## src/rtl/barrel_pkg.sv

```systemverilog
// Shared constants and types for the barrel shifter result path.
package barrel_pkg;

  localparam int NIB_W = 4;

  typedef enum logic {
    DIR_LEFT  = 1'b0,
    DIR_RIGHT = 1'b1
  } dir_t;

  function automatic int len_w(input int nibbles);
    return $clog2(nibbles + 1);
  endfunction

  // Packed {word, dirs, len} record width for a given word size.
  function automatic int rec_w(input int nibbles);
    return NIB_W * nibbles + nibbles + $clog2(nibbles + 1);
  endfunction

endpackage

```

## src/rtl/barrel_word_fifo.sv

```systemverilog
// Synchronous word FIFO; head reads as zero while empty.
module barrel_word_fifo #(
  parameter int W     = 23,
  parameter int DEPTH = 2
) (
  input  logic         clk,
  input  logic         rst_n,
  input  logic         push,
  input  logic [W-1:0] din,
  input  logic         pop,
  output logic [W-1:0] dout,
  output logic         full,
  output logic         empty
);

  localparam int PW = (DEPTH > 1) ? $clog2(DEPTH) : 1;
  localparam int CW = $clog2(DEPTH + 1);

  logic [W-1:0]  mem [DEPTH];
  logic [PW-1:0] wr_ptr, rd_ptr;
  logic [CW-1:0] count;
  logic          do_push, do_pop;

  function automatic logic [PW-1:0] nxt(input logic [PW-1:0] p);
    return (p == PW'(DEPTH - 1)) ? '0 : p + PW'(1);
  endfunction

  assign full    = (count == CW'(DEPTH));
  assign empty   = (count == '0);
  assign do_push = push && !full;
  assign do_pop  = pop && !empty;
  assign dout    = empty ? '0 : mem[rd_ptr];

  always_ff @(posedge clk or negedge rst_n) begin
    if (!rst_n) begin
      wr_ptr <= '0;
      rd_ptr <= '0;
      count  <= '0;
    end else begin
      if (do_push) wr_ptr <= nxt(wr_ptr);
      if (do_pop)  rd_ptr <= nxt(rd_ptr);
      case ({do_push, do_pop})
        2'b10:   count <= count + CW'(1);
        2'b01:   count <= count - CW'(1);
        default: count <= count;
      endcase
    end
  end

  always_ff @(posedge clk) begin
    if (do_push) mem[wr_ptr] <= din;
  end

endmodule

```

## src/rtl/barrel_result_packer.sv

```systemverilog
// Packs shifter result nibbles into NIBBLES-wide words with early flush.
module barrel_result_packer
  import barrel_pkg::*;
#(
  parameter int NIBBLES = 4,
  parameter int DEPTH   = 2
) (
  input  logic                        clk,
  input  logic                        rst_n,
  input  logic                        in_valid,
  output logic                        in_ready,
  input  logic [NIB_W-1:0]            in_result,
  input  logic                        in_dir,
  input  logic                        flush_req,
  output logic                        flush_ack,
  output logic                        out_valid,
  input  logic                        out_ready,
  output logic [NIB_W*NIBBLES-1:0]    out_word,
  output logic [NIBBLES-1:0]          out_dirs,
  output logic [$clog2(NIBBLES+1)-1:0] out_len
);

  localparam int CW = $clog2(NIBBLES);
  localparam int LW = len_w(NIBBLES);
  localparam int RW = rec_w(NIBBLES);

  typedef struct packed {
    logic [NIBBLES-1:0][NIB_W-1:0] word;
    logic [NIBBLES-1:0]            dirs;
    logic [LW-1:0]                 len;
  } rec_t;

  logic [CW-1:0]                 cnt;
  logic [NIBBLES-1:0][NIB_W-1:0] slots, slots_nx;
  logic [NIBBLES-1:0]            dirs, dirs_nx;
  logic [LW-1:0]                 len_nx;
  logic                          full, empty, accept, closes;
  dir_t                          dir_in;
  rec_t                          push_rec, head_rec;

  assign dir_in    = dir_t'(in_dir);
  assign in_ready  = !full;
  assign flush_ack = flush_req && !full;
  assign accept    = in_valid && !full;

  // Next accumulator image includes this cycle's beat so a same-cycle flush captures it.
  always_comb begin
    slots_nx = slots;
    dirs_nx  = dirs;
    for (int i = 0; i < NIBBLES; i++) begin
      if (accept && cnt == CW'(i)) begin
        slots_nx[i] = in_result;
        dirs_nx[i]  = dir_in;
      end
    end
    len_nx = LW'(cnt) + LW'(accept);
  end

  assign closes = (accept && cnt == CW'(NIBBLES - 1)) || (flush_ack && len_nx != '0);

  always_comb begin
    push_rec.word = slots_nx;
    push_rec.dirs = dirs_nx;
    push_rec.len  = len_nx;
  end

  always_ff @(posedge clk or negedge rst_n) begin
    if (!rst_n) begin
      cnt   <= '0;
      slots <= '0;
      dirs  <= '0;
    end else if (closes) begin
      cnt   <= '0;
      slots <= '0;
      dirs  <= '0;
    end else if (accept) begin
      cnt   <= cnt + CW'(1);
      slots <= slots_nx;
      dirs  <= dirs_nx;
    end
  end

  barrel_word_fifo #(.W(RW), .DEPTH(DEPTH)) u_fifo (
    .clk   (clk),
    .rst_n (rst_n),
    .push  (closes),
    .din   (push_rec),
    .pop   (out_valid && out_ready),
    .dout  (head_rec),
    .full  (full),
    .empty (empty)
  );

  assign out_valid = !empty;
  assign out_word  = head_rec.word;
  assign out_dirs  = head_rec.dirs;
  assign out_len   = head_rec.len;

endmodule

```

## config.mk

```make
export PLATFORM = sky130hd
export DESIGN_NAME = barrel_result_packer
export DESIGN_NICKNAME = d
export VERILOG_FILES = /design/src/rtl/barrel_pkg.sv /design/src/rtl/barrel_word_fifo.sv /design/src/rtl/barrel_result_packer.sv
export SDC_FILE = /design/constraint.sdc
export NUM_CORES = 1
export LEC_CHECK = 0
export CAP_MARGIN = 20
export CORE_MARGIN = 5
export CORE_UTILIZATION = 42
export DETAILED_ROUTE_END_ITERATION = 6
export PLACE_DENSITY_LB_ADDON = 0.12
export SYNTH_ARGS = -nofsm -noshare
export SYNTH_HDL_FRONTEND = slang
export SYNTH_HIERARCHICAL = 1
export SYNTH_SLANG_ARGS = --single-unit
export TNS_END_PERCENT = 5
```

## constraint.sdc

```tcl
create_clock -name clk -period 4.65 [get_ports clk]
set_clock_uncertainty 0.15 [all_clocks]
set_input_delay 0.93 -clock clk [delete_from_list [all_inputs] [get_ports clk]]
set_output_delay 0.93 -clock clk [all_outputs]
set_load 0.01 [all_outputs]
```

**After elaboration in Yosys (flattened, before gate mapping)**

Memory sizes are Yosys's and may differ from the RTL's.
Index checks and enable logic that the tools add are counted.

- Mux-type cells: 20
- Equal/unequal tests: 6
- Reduce and logical (&&, ||, !) cells: 18
- Add/subtract/negate cells: 6

Operator list:

| kind | count |
|---|---|
| $mux W16 | 2 |
| $mux W4 | 6 |
| $mux W23 | 1 |
| $logic_and A1 B1 Y1 | 10 |
| $eq A2 B2 Y1 const B | 4 |
| $mux W1 | 8 |
| $add A2 B1 Y2 const B | 2 |
| $eq A2 B1 Y1 const B | 2 |
| $logic_not A2 Y1 | 2 |
| $mux W2 | 2 |
| $pmux W2 S2 | 1 |
| $reduce_bool A2 Y1 | 2 |
| $add A2 B1 Y3 | 1 |
| $reduce_bool A3 Y1 | 1 |
| $add A1 B1 Y1 const B | 2 |
| $logic_not A1 Y1 | 2 |
| $sub A2 B1 Y2 const B | 1 |
| $logic_or A1 B1 Y1 | 1 |

- Memory bits (writable): 46
- Memories: 1
- Register bits: 26
- Output and inout port bits: 26

Memories:

| name | depth | width | read ports | clocked after Yosys merged registers in | write ports | line | RTL |
|---|---|---|---|---|---|---|---|
| u_fifo.mem | 2 | 23 | 1 | 0 | 1 | barrel_word_fifo.sv:19 | `logic [W-1:0] mem [DEPTH];` |

**Logic depth before layout (Yosys ltp)**

Gate-level depths: netlist of run 1.

- Depth in word-level cells: 10
- Mapped depth: 15

**Modules after synthesis**

The synthesis of run 1 kept the hierarchy.

Modules (own cells, without submodules):

| module | area an instance (um2) | times used | cells an instance |
|---|---|---|---|
| barrel_word_fifo | 1929.4 | 1 | 115 |
| barrel_result_packer | 1351.3 | 1 | 143 |

**Worst setup path before layout of run 1**

OpenSTA, ideal clock, no wires.

- Kind: input to register
- Start: in in_valid
- End: mem u_fifo.mem[0][0], enable pin
- Cell stages on the path: 10
- Buffers on the path: 2
- Data required time: 4.097 ns
- Data arrival time: 3.135 ns
- Path slack: 0.962 ns
- Setup time: 0.403 ns
- Cell sequence: nand2b_4 > buf_6 > inv_8 > buf_6 > ha_1 > ha_1 > o31a_1 > nand2b_1 > nand2_1 > nor2_1

- Word-level cells in the longest chain between the ends: 8
- Elaborated cells between the ends (all ways): 9
- Those cells by class: add/sub: 1; mux: 2; reduce/logical: 6

Ends and longest elaborated chain:

| what | line | RTL |
|---|---|---|
| from (decl) | barrel_result_packer.sv:10 | `input logic in_valid,` |
| $logic_and A1 B1 Y1 | barrel_result_packer.sv:44 | `assign accept = in_valid && !full;` |
| $add A2 B1 Y3 | barrel_result_packer.sv:56 | `len_nx = LW'(cnt) + LW'(accept);` |
| net len_nx[1] | barrel_result_packer.sv:36 | `logic [LW-1:0] len_nx;` |
| $reduce_bool A3 Y1 | barrel_result_packer.sv:59 | `assign closes = (accept && cnt == CW'(NIBBLES - 1)) \|\| (flush_ack && len_nx != '0);` |
| $logic_and A1 B1 Y1 | barrel_result_packer.sv:59 |  |
| $logic_or A1 B1 Y1 | barrel_result_packer.sv:59 |  |
| net closes | barrel_result_packer.sv:37 | `logic full, empty, accept, closes;` |
| $logic_and A1 B1 Y1 | barrel_word_fifo.sv:30 | `assign do_push = push && !full;` |
| $mux W1 | barrel_word_fifo.sv:51 | `if (do_push) mem[wr_ptr] <= din;` |
| $mux W1 (not written as such) | barrel_word_fifo.sv:51 |  |
| to (decl) | barrel_word_fifo.sv:19 |  |

The timed path passes the listed nets, and every way through them passes these cells.

**Worst setup path in the final report of run 1**

- Start: in in_valid
- End: mem u_fifo.mem[1][18], enable pin

The elaborated chain is that of the path after synthesis.

==> results.ini, run 1 <==
[run_status]
status = finished, final reports clean

[power_and_ir_drop]
p_seq_share_pct = 37.9
clockPowerShare_pct = 18.1
swShare_pct = 34.3
power.internal_uw = 1770
p_comb_share_pct = 44.0
ir_drop_v = 0.000300
p_sw_uw = 922
powerDensity_nw_per_um2 = 682
leakage_uw = 0.00160

[clock_tree]
cts_setup_buffers = 0
cts_resized = 0
clk_latency_ns = 0.34
cts_hold_buf = 0
cts.sinks = 72
cts_made_buffers = 9
cts-root-buf = clkbuf_8
cts_tree = done
htreeDepth = 3
cts.clk_slew.worst_paths_ns = 0.08
clockBufferDepth = 2

[grt]
grt_overflow = 0
grt_pass1_vias = 2091
grt_pass1_wl_um = 10300
gr-usage-all-layers_pct = 13.8
grt_start_max_net_pins = 27
grt_antenna_before_repair = 0

[timing]
setup_viol = 0
fin_setup_tns_ns = 0
fmax_ghz = 0.293
layout_min_cycle_time_ns = 3.42
maxSlewViolCount = 0
setup_slack_ns = 1.23
finalCritPeriodShare_pct = 73.5
worst_slew_pin_slew_ns = 0.664
hold_violations = 0
rsz0062_at_grt = no
max_slew_margin_pct = 55.6

[finish]
antenna_cells = 0
num-fill-cells = 696
syn_to_final_growth_pct = 20.1
drive_above_1_share_pct = 14.1
nets = 316
design_area_um2 = 3940
stdcell_count = 406

[routing]
drtIter0Drc = 99
drcViolationCount = 0
drt.antenna.violating_nets = 0
wire_per_inst_um = 15.6
drt_pass1_iterations = 4
via_per_inst = 5.08
vias = 2061
wl_um = 6340

[logic_synthesis]
synth_cells = 258
synth_mux_area_share_pct = 11.1
yosys_warnings = 6
synth_fa_ha_area_share_pct = 2.67
ys_seq_elements = 72
synthDistinctLibCells = 31
synth_xor_area_share_pct = 1.33
synth.net_count = 275
syn_area_um2 = 3280
yosysSeqAreaShare_pct = 61.9
synth-simple-area-share_pct = 12.8
synth_top_family_by_area = simple AND/OR/NAND/NOR gates
synth_compound_area_share_pct = 6.10
syn_avg_cell_area_um2 = 12.7

[critical_path]
worstPathRequired_ns = 4.54
worstSetupEndpointType = flip-flop
worstSetupPathType = in2reg
r2r_setup_slack_ns = 1.46
crit_arrival_ns = 3.31
critPathMaxFanout = 25
start_kind = input pin

[floorplanning]
coreArea_um2 = 7690
initial_core_util_pct = 42.7
ios = 36
die_w_um = 98.4
die_y_um = 98.4
rows = 32
dieArea_um2 = 9680

[placed_design]
port_buffers = 35
placed_cell_area_um2 = 3720
dp_cells = 388
hpwl_um = 4310
pre_cts_ws_ns = 0.554
place_congestion = 0.789

[flow_run]
cap_violations = 0

[hold_path]
hold_path.class = reg2reg

[cell families (layout without fill, tap and decap cells)]
kind of cell               Yosys count  after routing
AOI/OAI and AO/OA                   37             37
xor gates and xnor gates             5              5
adders and majority gates            7              7
buffers and inverters               20             66
DFF                                 72             72
muxes                               35             35
and+or+nand+nor                     82             82
[cell usage in the layout, fill, tap and decap left out, drive strengths merged]
master         instances
and3                   1
xor2                   2
nand2b                 3
clkinvlp               1
ha                     7
a21oi                 17
inv                    7
nand4b                 4
xnor2                  3
edfxtp                46
o31a                   1
or3                    1
clkbuf                11
a22o                   3
nand3b                 2
nand2                 15
dfrtp                 26
bufinv                 1
clkdlybuf4s50         35
nor2b                  5
mux2                  12
buf                    8
mux2i                 23
nand3                 15
o21ai                 16
nor2                  34
and2b                  1
clkinv                 3
and2                   1
[final cells by class]
class                           instances  area, um^2  share of cell area, %
Clock inverter                          5        56.3                   1.43
Timing Repair Buffer                   43         429                   10.9
Tap cell                              102         128                   3.24
Multi-Input combinational cell        166        1120                   28.4
Sequential cell                        72        2030                   51.6
Clock buffer                           11         141                   3.59
Inverter                                7        33.8                  0.857
[sequential cells by signal (all words and copies together), names as in the netlist]
signal         count
cnt                2
dirs               4
slots             16
u_fifo/count       2
u_fifo/mem        46
u_fifo/rd_ptr      1
u_fifo/wr_ptr      1
[per-stage QoR]
stage               hold WS, ns  util (%)  power (uW)
CTS                       0.353      50.9        2710
floorplan                 0.307         -        1760
detailed placement        0.333      48.3        2210
global placement          0.322      48.1        2190
global route              0.375      51.3        2860
finish                    0.346      51.3        2690
[final timing paths]
path | startpoint | end | depth (start not counted)
setup / recovery | in_valid | u_fifo/mem[1][18] | 9
hold / removal | dirs[3] | dirs[3] | 2
setup reg to reg | u_fifo/count[0] | u_fifo/mem[1][18] | 10
hold reg to reg | dirs[3] | dirs[3] | 2
max in group asynchronous | rst_n | slots[11] | 3
min in group asynchronous | rst_n | u_fifo/count[0] | 1
[power groups by stage]
stage               logic [uW]  registers, uW  clock network (uW)
floorplan                  752           1010                   0
global placement          1160           1030                   0
detailed placement        1180           1030                   0
CTS                       1190           1020                 499
global route              1290           1040                 527
finish                    1180           1020                 486
[critical path: stages]
cell	delay [ns]
clkdlybuf4s50_1	0.47
nand2b_4	0.23
inv_8	0.12
ha_1	0.20
ha_1	0.31
o31a_1	0.17
nand2b_1	0.12
and3_1	0.50
buf_8	0.23
[cells in the mapped netlist (all sizes together)]
library cell / n / area, um^2
a21oi: 17 / 85.1
a22o: 3 / 26.3
and2: 1 / 6.26
and2b: 1 / 7.51
and3: 1 / 6.26
buf: 13 / 97.6
dfrtp: 26 / 651
edfxtp: 46 / 1380
ha: 7 / 87.6
inv: 7 / 33.8
mux2: 12 / 135
mux2i: 23 / 230
nand2: 15 / 78.8
nand2b: 3 / 26.3
nand3: 15 / 75.1
nand3b: 2 / 15.0
nand4b: 4 / 35.0
nor2: 34 / 130
nor2b: 5 / 33.8
o21ai: 16 / 80.1
o31a: 1 / 8.76
or3: 1 / 6.26
xnor2: 3 / 26.3
xor2: 2 / 17.5
[per-layer routing]
layer  GRT usage (%)  vias to the layer above  routed length [um]
met5               0                        -                   0
met4            5.88                        0                 119
met3            3.50                       11                 207
met2            21.7                       38                3040
met1            18.1                     1007                2970
li1                -                     1005                   -
No activity file was read; power rests on OpenSTA's default activity.
==> inputs of run 2 (changes only) <==
- clock period: 4.65 -> 3.12 ns (I/O delays scaled with it)
==> run 2 against run 1 <==
Net effect: sequential share of layout area is 0.18 points lower; global-route usage grew 0.44 points; critical endpoint is now u_fifo/count[1]; clock-buffer cell count rose by 1; sequential cell count did not move; via count increased by 0.63%; register-to-register slack worse by 1.0 ns; core utilization rose by 0.18 points.
==> results.ini, run 2 (same netlist as run 1, synthesis figures left out) <==
[power_and_ir_drop]
powerDensity_nw_per_um2 = 1010
ir_drop_v = 0.000447
leakage_uw = 0.00162
total_power_uw = 4000

[floorplanning]
dieArea_um2 = 9680
die_y_um = 98.4
rows = 32
initial_core_util_pct = 42.7
coreArea_um2 = 7690
ios = 36
die_w_um = 98.4

[critical_path]
crit_top_cell = ha_1
critPathMaxFanout = 4
worstSetupEndpointType = flip-flop
worstPathRequired_ns = 3.23
slowest_delay_ns = 0.43
start_kind = flip-flop
worstSetupPathType = reg2reg
cpMaxStageDelayCell = dfrtp_1
path_cells = nand2b_1 -> inv_1 -> nand2b_4 -> inv_8 -> ha_1 -> ha_1 -> o31a_1 -> nand2b_1 -> nand2_1 -> ha_1 -> nor2_1 -> xor2_1
crit_arrival_ns = 2.82

[placed_design]
dp_cells = 395
port_buffers = 35
place_congestion = 0.755
placed_cell_area_um2 = 3770
hpwl_um = 4360

[finish]
largest_register_ffs = 46
antenna_cells = 0
final_cell_mix = 46 x edfxtp_1, 35 x clkdlybuf4s50_1, 32 x nor2_1
stdcell_count = 411
final_common_cell = edfxtp_1
multi_input_area_um2 = 1120
seq_area_um2 = 2030
syn_to_final_growth_pct = 20.5
drive_above_1_share_pct = 14.9
design_area_um2 = 3950
num-fill-cells = 718
nets = 321
top_regs = u_fifo/mem: 46 flops, slots: 16 flops, dirs: 4 flops
largest_register = u_fifo/mem

[run_status]
status = finished, final reports clean

[grt]
grt_start_max_net_pins = 27
grt_pass1_wl_um = 10800
busiest_layer = met2
gr-usage-met2_pct = 21.9
use_met1_pct = 19.7
grt_antenna_before_repair = 0
grt_util_met3_pct = 3.93
grt_pass1_vias = 2123
grt_overflow = 0
gr-usage-all-layers_pct = 14.2

[clock_tree]
htreeDepth = 3
cts_hold_buf = 0
cts_made_buffers = 9
cts_setup_buffers = 0
cts-root-buf = clkbuf_8
cts.sinks = 72
cts_tree = done
clk_latency_ns = 0.33
clockBufferDepth = 2
cts_resized = 0
cts.clk_slew.worst_paths_ns = 0.07

[timing]
rsz0062_at_grt = no
hold_violations = 0
setup_viol = 0
fin_setup_tns_ns = 0
maxSlewViolCount = 0
max_slew_margin_pct = 76.4
fmax_ghz = 0.369
finalCritPeriodShare_pct = 86.8
worst_slew_pin_slew_ns = 0.354
layout_min_cycle_time_ns = 2.71

[routing]
drt_pass1_iterations = 4
wire_per_inst_um = 15.8
drt.antenna.violating_nets = 0
via_per_inst = 5.05
drtIter0Drc = 111
vias = 2074
drcViolationCount = 0
wl_um = 6480

[flow_run]
cap_violations = 0

[hold_path]
hold_path.class = reg2reg

[run 2: report_power, final]
part | internal [uW] | switching (uW) | leakage, uW | total [uW]
Sequential | 1400 | 111 | 0.000765 | 1510
Combinational | 864 | 931 | 0.000759 | 1800
Clock | 367 | 325 | 0.0000941 | 691
[run 2: path summary, 6_finish.rpt]
path,startpoint,cells after the start,end,slack (ns)
worst max-delay path,u_fifo/count[0],12,u_fifo/count[1],0.41
worst max register to register,u_fifo/count[0],12,u_fifo/count[1],0.41
worst min register to register,slots[12],2,slots[12],0.34
worst min-delay path,slots[12],2,slots[12],0.34
max in group asynchronous,rst_n,2,slots[6],2.04
min in group asynchronous,rst_n,2,u_fifo/rd_ptr,0.51
[run 2: through the flow]
step | util (%) | hold slack [ns] | worst slack, ns
3_3_place_gp | 49.1 | 0.326 | 0.127
4_1_cts | 51.4 | 0.350 | 0.372
5_1_grt | 51.4 | 0.378 | 0.193
6_report | 51.4 | 0.344 | 0.411
2_1_floorplan | - | 0.178 | 0.000780
3_5_place_dp | 49.1 | 0.333 | 0.0866
[run 2: worst max-delay path, delay by kind of cell, from the launching register on]
kind,cells,cell delay (ns)
DFF,1,0.43
xor gates and xnor gates,1,0.15
buffers and inverters,2,0.15
adders and majority gates,3,0.72
AOI/OAI and AO/OA,1,0.29
and+or+nand+nor,5,0.75
[run 2: routing by layer]
layer,vias up,share of wire [%]
li1,1009,-
met4,0,1.1
met3,8,4.6
met5,-,0
met1,1015,47
met2,42,47
[run 2: layout make-up]
type                            count  area share [%]
Tap cell                          102            3.23
Sequential cell                    72            51.4
Clock buffer                       12            3.42
Clock inverter                      4            1.14
Timing Repair Buffer               48            11.6
Multi-Input combinational cell    166            28.3
Inverter                            7           0.854
==> RTL change 1, RTL diff (settings of run 2) <==
Change the parameter `NIBBLES` from 4 to 2.
--- a/src/rtl/barrel_result_packer.sv
+++ b/src/rtl/barrel_result_packer.sv
@@ -3,5 +3,5 @@
   import barrel_pkg::*;
 #(
-  parameter int NIBBLES = 4,
+  parameter int NIBBLES = 2,
   parameter int DEPTH   = 2
 ) (
Ports: changed (resized out_dirs, out_len and out_word); port bits go from 36 to 25. The function was not compared with the original's and may differ.
==> RTL change 1 against run 2 <==
  * Maximum frequency is 0.34% higher
  * Total power is 48% lower
  * Synthesized area is 48% lower
  * Design area is 47% lower
  * Setup slack better by 9.3 ps
  * Count of clock-buffer cells in the layout is 6 lower
  * Wire length is 54% lower
  * Sequential cell count is 33 lower
  * Critical path type is now in2reg
==> RTL change 1: results (changes against run 2) <==
fraction of met3 tracks used by global routing = 4.79% (+0.86 points)
Final HPWL DP = 2110 um (-52%)
routed length on met1 = 1340 um (-56%)
worst hold path stage count = 1 (-1)
worst path arrival time = 2720 ps (-100 ps)
count of flip-flops with a built-in enable after synthesis = 24 (-48%)
routed via count divided by cell count = 4.81 (-4.7%)
First DRT Iteration DRCs = 36 (-68%)
global-route wire length before repair = 5220 um (-52%)
fillcell total = 336 (-53%)
wire length reported by the detailed router = 2980 um (-54%)
cell leakage power = 0.868 nW (-46%)
number of CTS-inserted buffers = 5 (-4)
share of post-route cells with drive strength above 1 = 18.8% (+3.9 points)
# H-tree levels = 2 (-1)
vias in the first global route = 1036 (-51%)
clock latency of the later-clocked register in the worst-skew pair = 290 ps (-40 ps)
worst stage delay on the critical path = 580 ps (+150 ps)
largest registers = u_fifo/mem: 24 flops, slots: 8 flops
number of nets produced by synthesis = 128 (-53%)
Seq/Total Area, Yosys = 64.6% (+2.7 points)
Placed Area = 2010 um2 (-47%)
result of the run = finished clean
count of cell types in the netlist = 27 (-13%)
largest net degree at the start of global routing = 16 (-41%)
cells taking the most area after synthesis = edfxtp_1 (43%), dfrtp_1 (22%), mux2i_1 (7.1%)
worst setup path startpoint = in_valid
total instance count after detailed placement = 191 (-52%)
DR WL met2 = 1460 um (-52%)
-- RTL change 1: cell count changes after synthesis, moves of 4 or more --
cell and delta:
edfxtp_1 -22, nor2_1 -19, a21oi_1 -16, o21ai_0 -16
nand3_1 -15, dfrtp_1 -11, mux2i_1 -11, nand2_1 -11
ha_1 -5, buf_2 -4, nand4b_1 -4
-- RTL change 1: worst max path at each step --
stage                       end  slack (ps)
5_1_grt             out_word[2]         310
6_report        u_fifo/count[1]         420
2_1_floorplan  u_fifo/mem[0][0]         460
3_3_place_gp    u_fifo/count[1]         240
3_5_place_dp    u_fifo/count[1]         120
4_1_cts              out_len[1]         410
-- RTL change 1: power by group --
group | internal [mW] | total, mW | switching (mW) | leakage, nW
registers | 0.758 | 0.853 | 0.0948 | 0.425
clock network | 0.156 | 0.326 | 0.170 | 0.0412
logic | 0.467 | 0.901 | 0.434 | 0.402
total | 1.38 | 2.08 | 0.699 | 0.868
-- RTL change 1: layout make-up --
class | instances | area, um2 | share of cell area, %
multi-input cells | 69 | 559 | 26.7
repair buffers | 28 | 270 | 12.9
clock inverters | 2 | 12.5 | 0.598
inverters | 5 | 18.8 | 0.897
flip-flops and latches | 39 | 1100 | 52.4
clock buffers | 6 | 72.6 | 3.47
well taps | 50 | 62.6 | 2.99
-- RTL change 1: cells by family after synthesis --
group / after synthesis / synth area share [%]
AO/OA/AOI/OAI: 8 / 3.69
XOR/XNOR: 5 / 2.58
adder cells (fa/ha/maj): 2 / 1.48
buffers and inverters: 8 / 2.36
flip-flops: 39 / 64.6
multiplexers: 22 / 13.7
AND/OR/NAND/NOR: 32 / 11.5
-- RTL change 1: worst reg2reg max path: cells and delay by family, from the launching register on --
family          cells  cell delay (ps)
compound gates      1              240
xor+xnor            2              300
fa+ha+maj           2              420
buf+inv             1               70
flops               1              430
simple gates        5              820
==> RTL change 2, RTL diff (config.mk and constraints of run 2) <==
Made on the original files. Reset style: synchronous (`rst_n`), changed in 2 clocked blocks.
--- a/src/rtl/barrel_word_fifo.sv
+++ b/src/rtl/barrel_word_fifo.sv
@@ -32,5 +32,5 @@
   assign dout    = empty ? '0 : mem[rd_ptr];
 
-  always_ff @(posedge clk or negedge rst_n) begin
+  always_ff @(posedge clk) begin
     if (!rst_n) begin
       wr_ptr <= '0;
--- a/src/rtl/barrel_result_packer.sv
+++ b/src/rtl/barrel_result_packer.sv
@@ -65,5 +65,5 @@
   end
 
-  always_ff @(posedge clk or negedge rst_n) begin
+  always_ff @(posedge clk) begin
     if (!rst_n) begin
       cnt   <= '0;
Check against the original RTL: differs if rst_n is asserted again (counterexample within 4 cycles, from zero or initial values and one cycle with rst_n low); with rst_n held inactive, the same outputs for 4 cycles.
==> RTL change 2 against run 2 <==
  * Hold slack worse by 53 ps
  * Setup slack worse by 210 ps
  * Synthesized area shrank 0.88%
  * Synthesized cell count up 2.7%
  * Count of clock-buffer cells in the layout decreased by 3
  * Maximum frequency fell by 7.2%
  * Via count up 0.14%
  * Design area grew 4.0%
  * Sequential power fell by 19%
  * Wire length is 4.6% lower
  * Total power is 21% lower
  * Sequential cell count rose by 1
  * Critical path type is now in2reg
  * Critical endpoint is now u_fifo/count[1]
==> RTL change 2: results (changes against run 2) <==
total instance count after detailed placement = 409 (+3.5%)
number of nets produced by synthesis = 282 (+2.5%)
Post-Syn Instances = 265 (+2.7%)
maximum net fanout on the critical path = 2 (-2)
pre-CTS setup slack = -210 ps (-297 ps)
final cell count without fillers = 425 (+3.4%)
Post-synth ARST share = 0% (-36 points)
cell leakage power = 1.50 nW (-7.2%)
number of cells upsized or downsized after cts = 0 (unchanged)
all-layer global routing usage = 13.9% (-0.33 points)
Placed Area = 3840 um2 (+1.8%)
global-route wire length before repair = 10400 um (-3.9%)
slowest CP cell = clkdlybuf4s50_1
Total Nets Final = 335 (+4.4%)
routability cong. = 0.750 (-0.72%)
routed via count divided by cell count = 4.89 (-3.2%)
share of post-route cells with drive strength above 1 = 18.3% (+3.4 points)
worst path arrival time = 3050 ps (+230 ps)
Worst IR Drop VDD = 0.000450 V (+0.71%)
commonest cells in the synthesized netlist = edfxtp_1 (46), nor2_1 (32), dfxtp_1 (27), mux2i_1 (23), o21ai_0 (21)
Synth Warn # = 6 (unchanged)
largest net degree at the start of global routing = 26 (-3.7%)
count of flip-flops with a built-in enable after synthesis = 46 (unchanged)
Final HPWL DP = 4170 um (-4.3%)
clock slew seen by the registers of the worst setup and hold paths = 80 ps
cells taking the most area after synthesis = edfxtp_1 (42%), dfxtp_1 (17%), mux2i_1 (7.1%)
result of the run = finished clean
n_diodes = 0 (unchanged)
transition time of the tightest slew-check pin = 605 ps (+252 ps)
wire length reported by the detailed router = 6180 um (-4.6%)
Seq/Total Area, Yosys = 59.1% (-2.8 points)
First DRT Iteration DRCs = 83 (-25%)
==> RTL change 2: layout make-up <==
type                    instances  area (um2)
clock inverters                 7         143
inverters                      12        61.3
flip-flops and latches         73        1920
well taps                     102         128
multi-input cells             170        1220
clock buffers                   9         124
repair buffers                 52         515
fillers                       671        3540
==> RTL change 2: metal layers <==
layer	track usage, %	vias up	share of wire, %
met5	0	-	0
met4	6.71	0	1.7
met3	3.64	9	3.5
met2	22.7	29	48
met1	17.1	991	47
li1	-	1048	-
==> RTL change 2: path summary, 6_finish.rpt <==
check | startpoint | end | slack (ps) | depth (start not counted)
worst max-delay path | in_valid | u_fifo/count[1] | 200 | 12
worst max register to register | u_fifo/count[0] | u_fifo/count[1] | 240 | 13
worst min register to register | slots[15] | slots[15] | 290 | 2
worst min-delay path | slots[15] | slots[15] | 290 | 2
==> RTL change 2: worst max-delay path, delay by kind of cell <==
kind / cells / cell delay [ps]
buffers and inverters: 3 / 610
AO/OA/AOI/OAI: 2 / 290
AND/OR/NAND/NOR: 4 / 800
adder cells (fa/ha/maj): 3 / 720
==> RTL change 2: logic make-up (layout without fill, tap and decap cells) <==
| logic type | after synthesis | in the layout | share of synthesized area (%) |
|---|---|---|---|
| buf+inv | 22 | 80 | 3.58 |
| compound gates | 41 | 41 | 6.46 |
| xor+xnor | 3 | 3 | 0.808 |
| simple gates | 81 | 81 | 13.4 |
| fa+ha+maj | 7 | 7 | 2.69 |
| flops | 73 | 73 | 59.1 |
| mux | 38 | 38 | 14.0 |
==> RTL change 2: report_power, final <==
group | switching [mW] | internal, mW | total [mW]
clock network | 0.351 | 0.613 | 0.964
logic | 0.486 | 0.483 | 0.969
registers | 0.0469 | 1.18 | 1.23
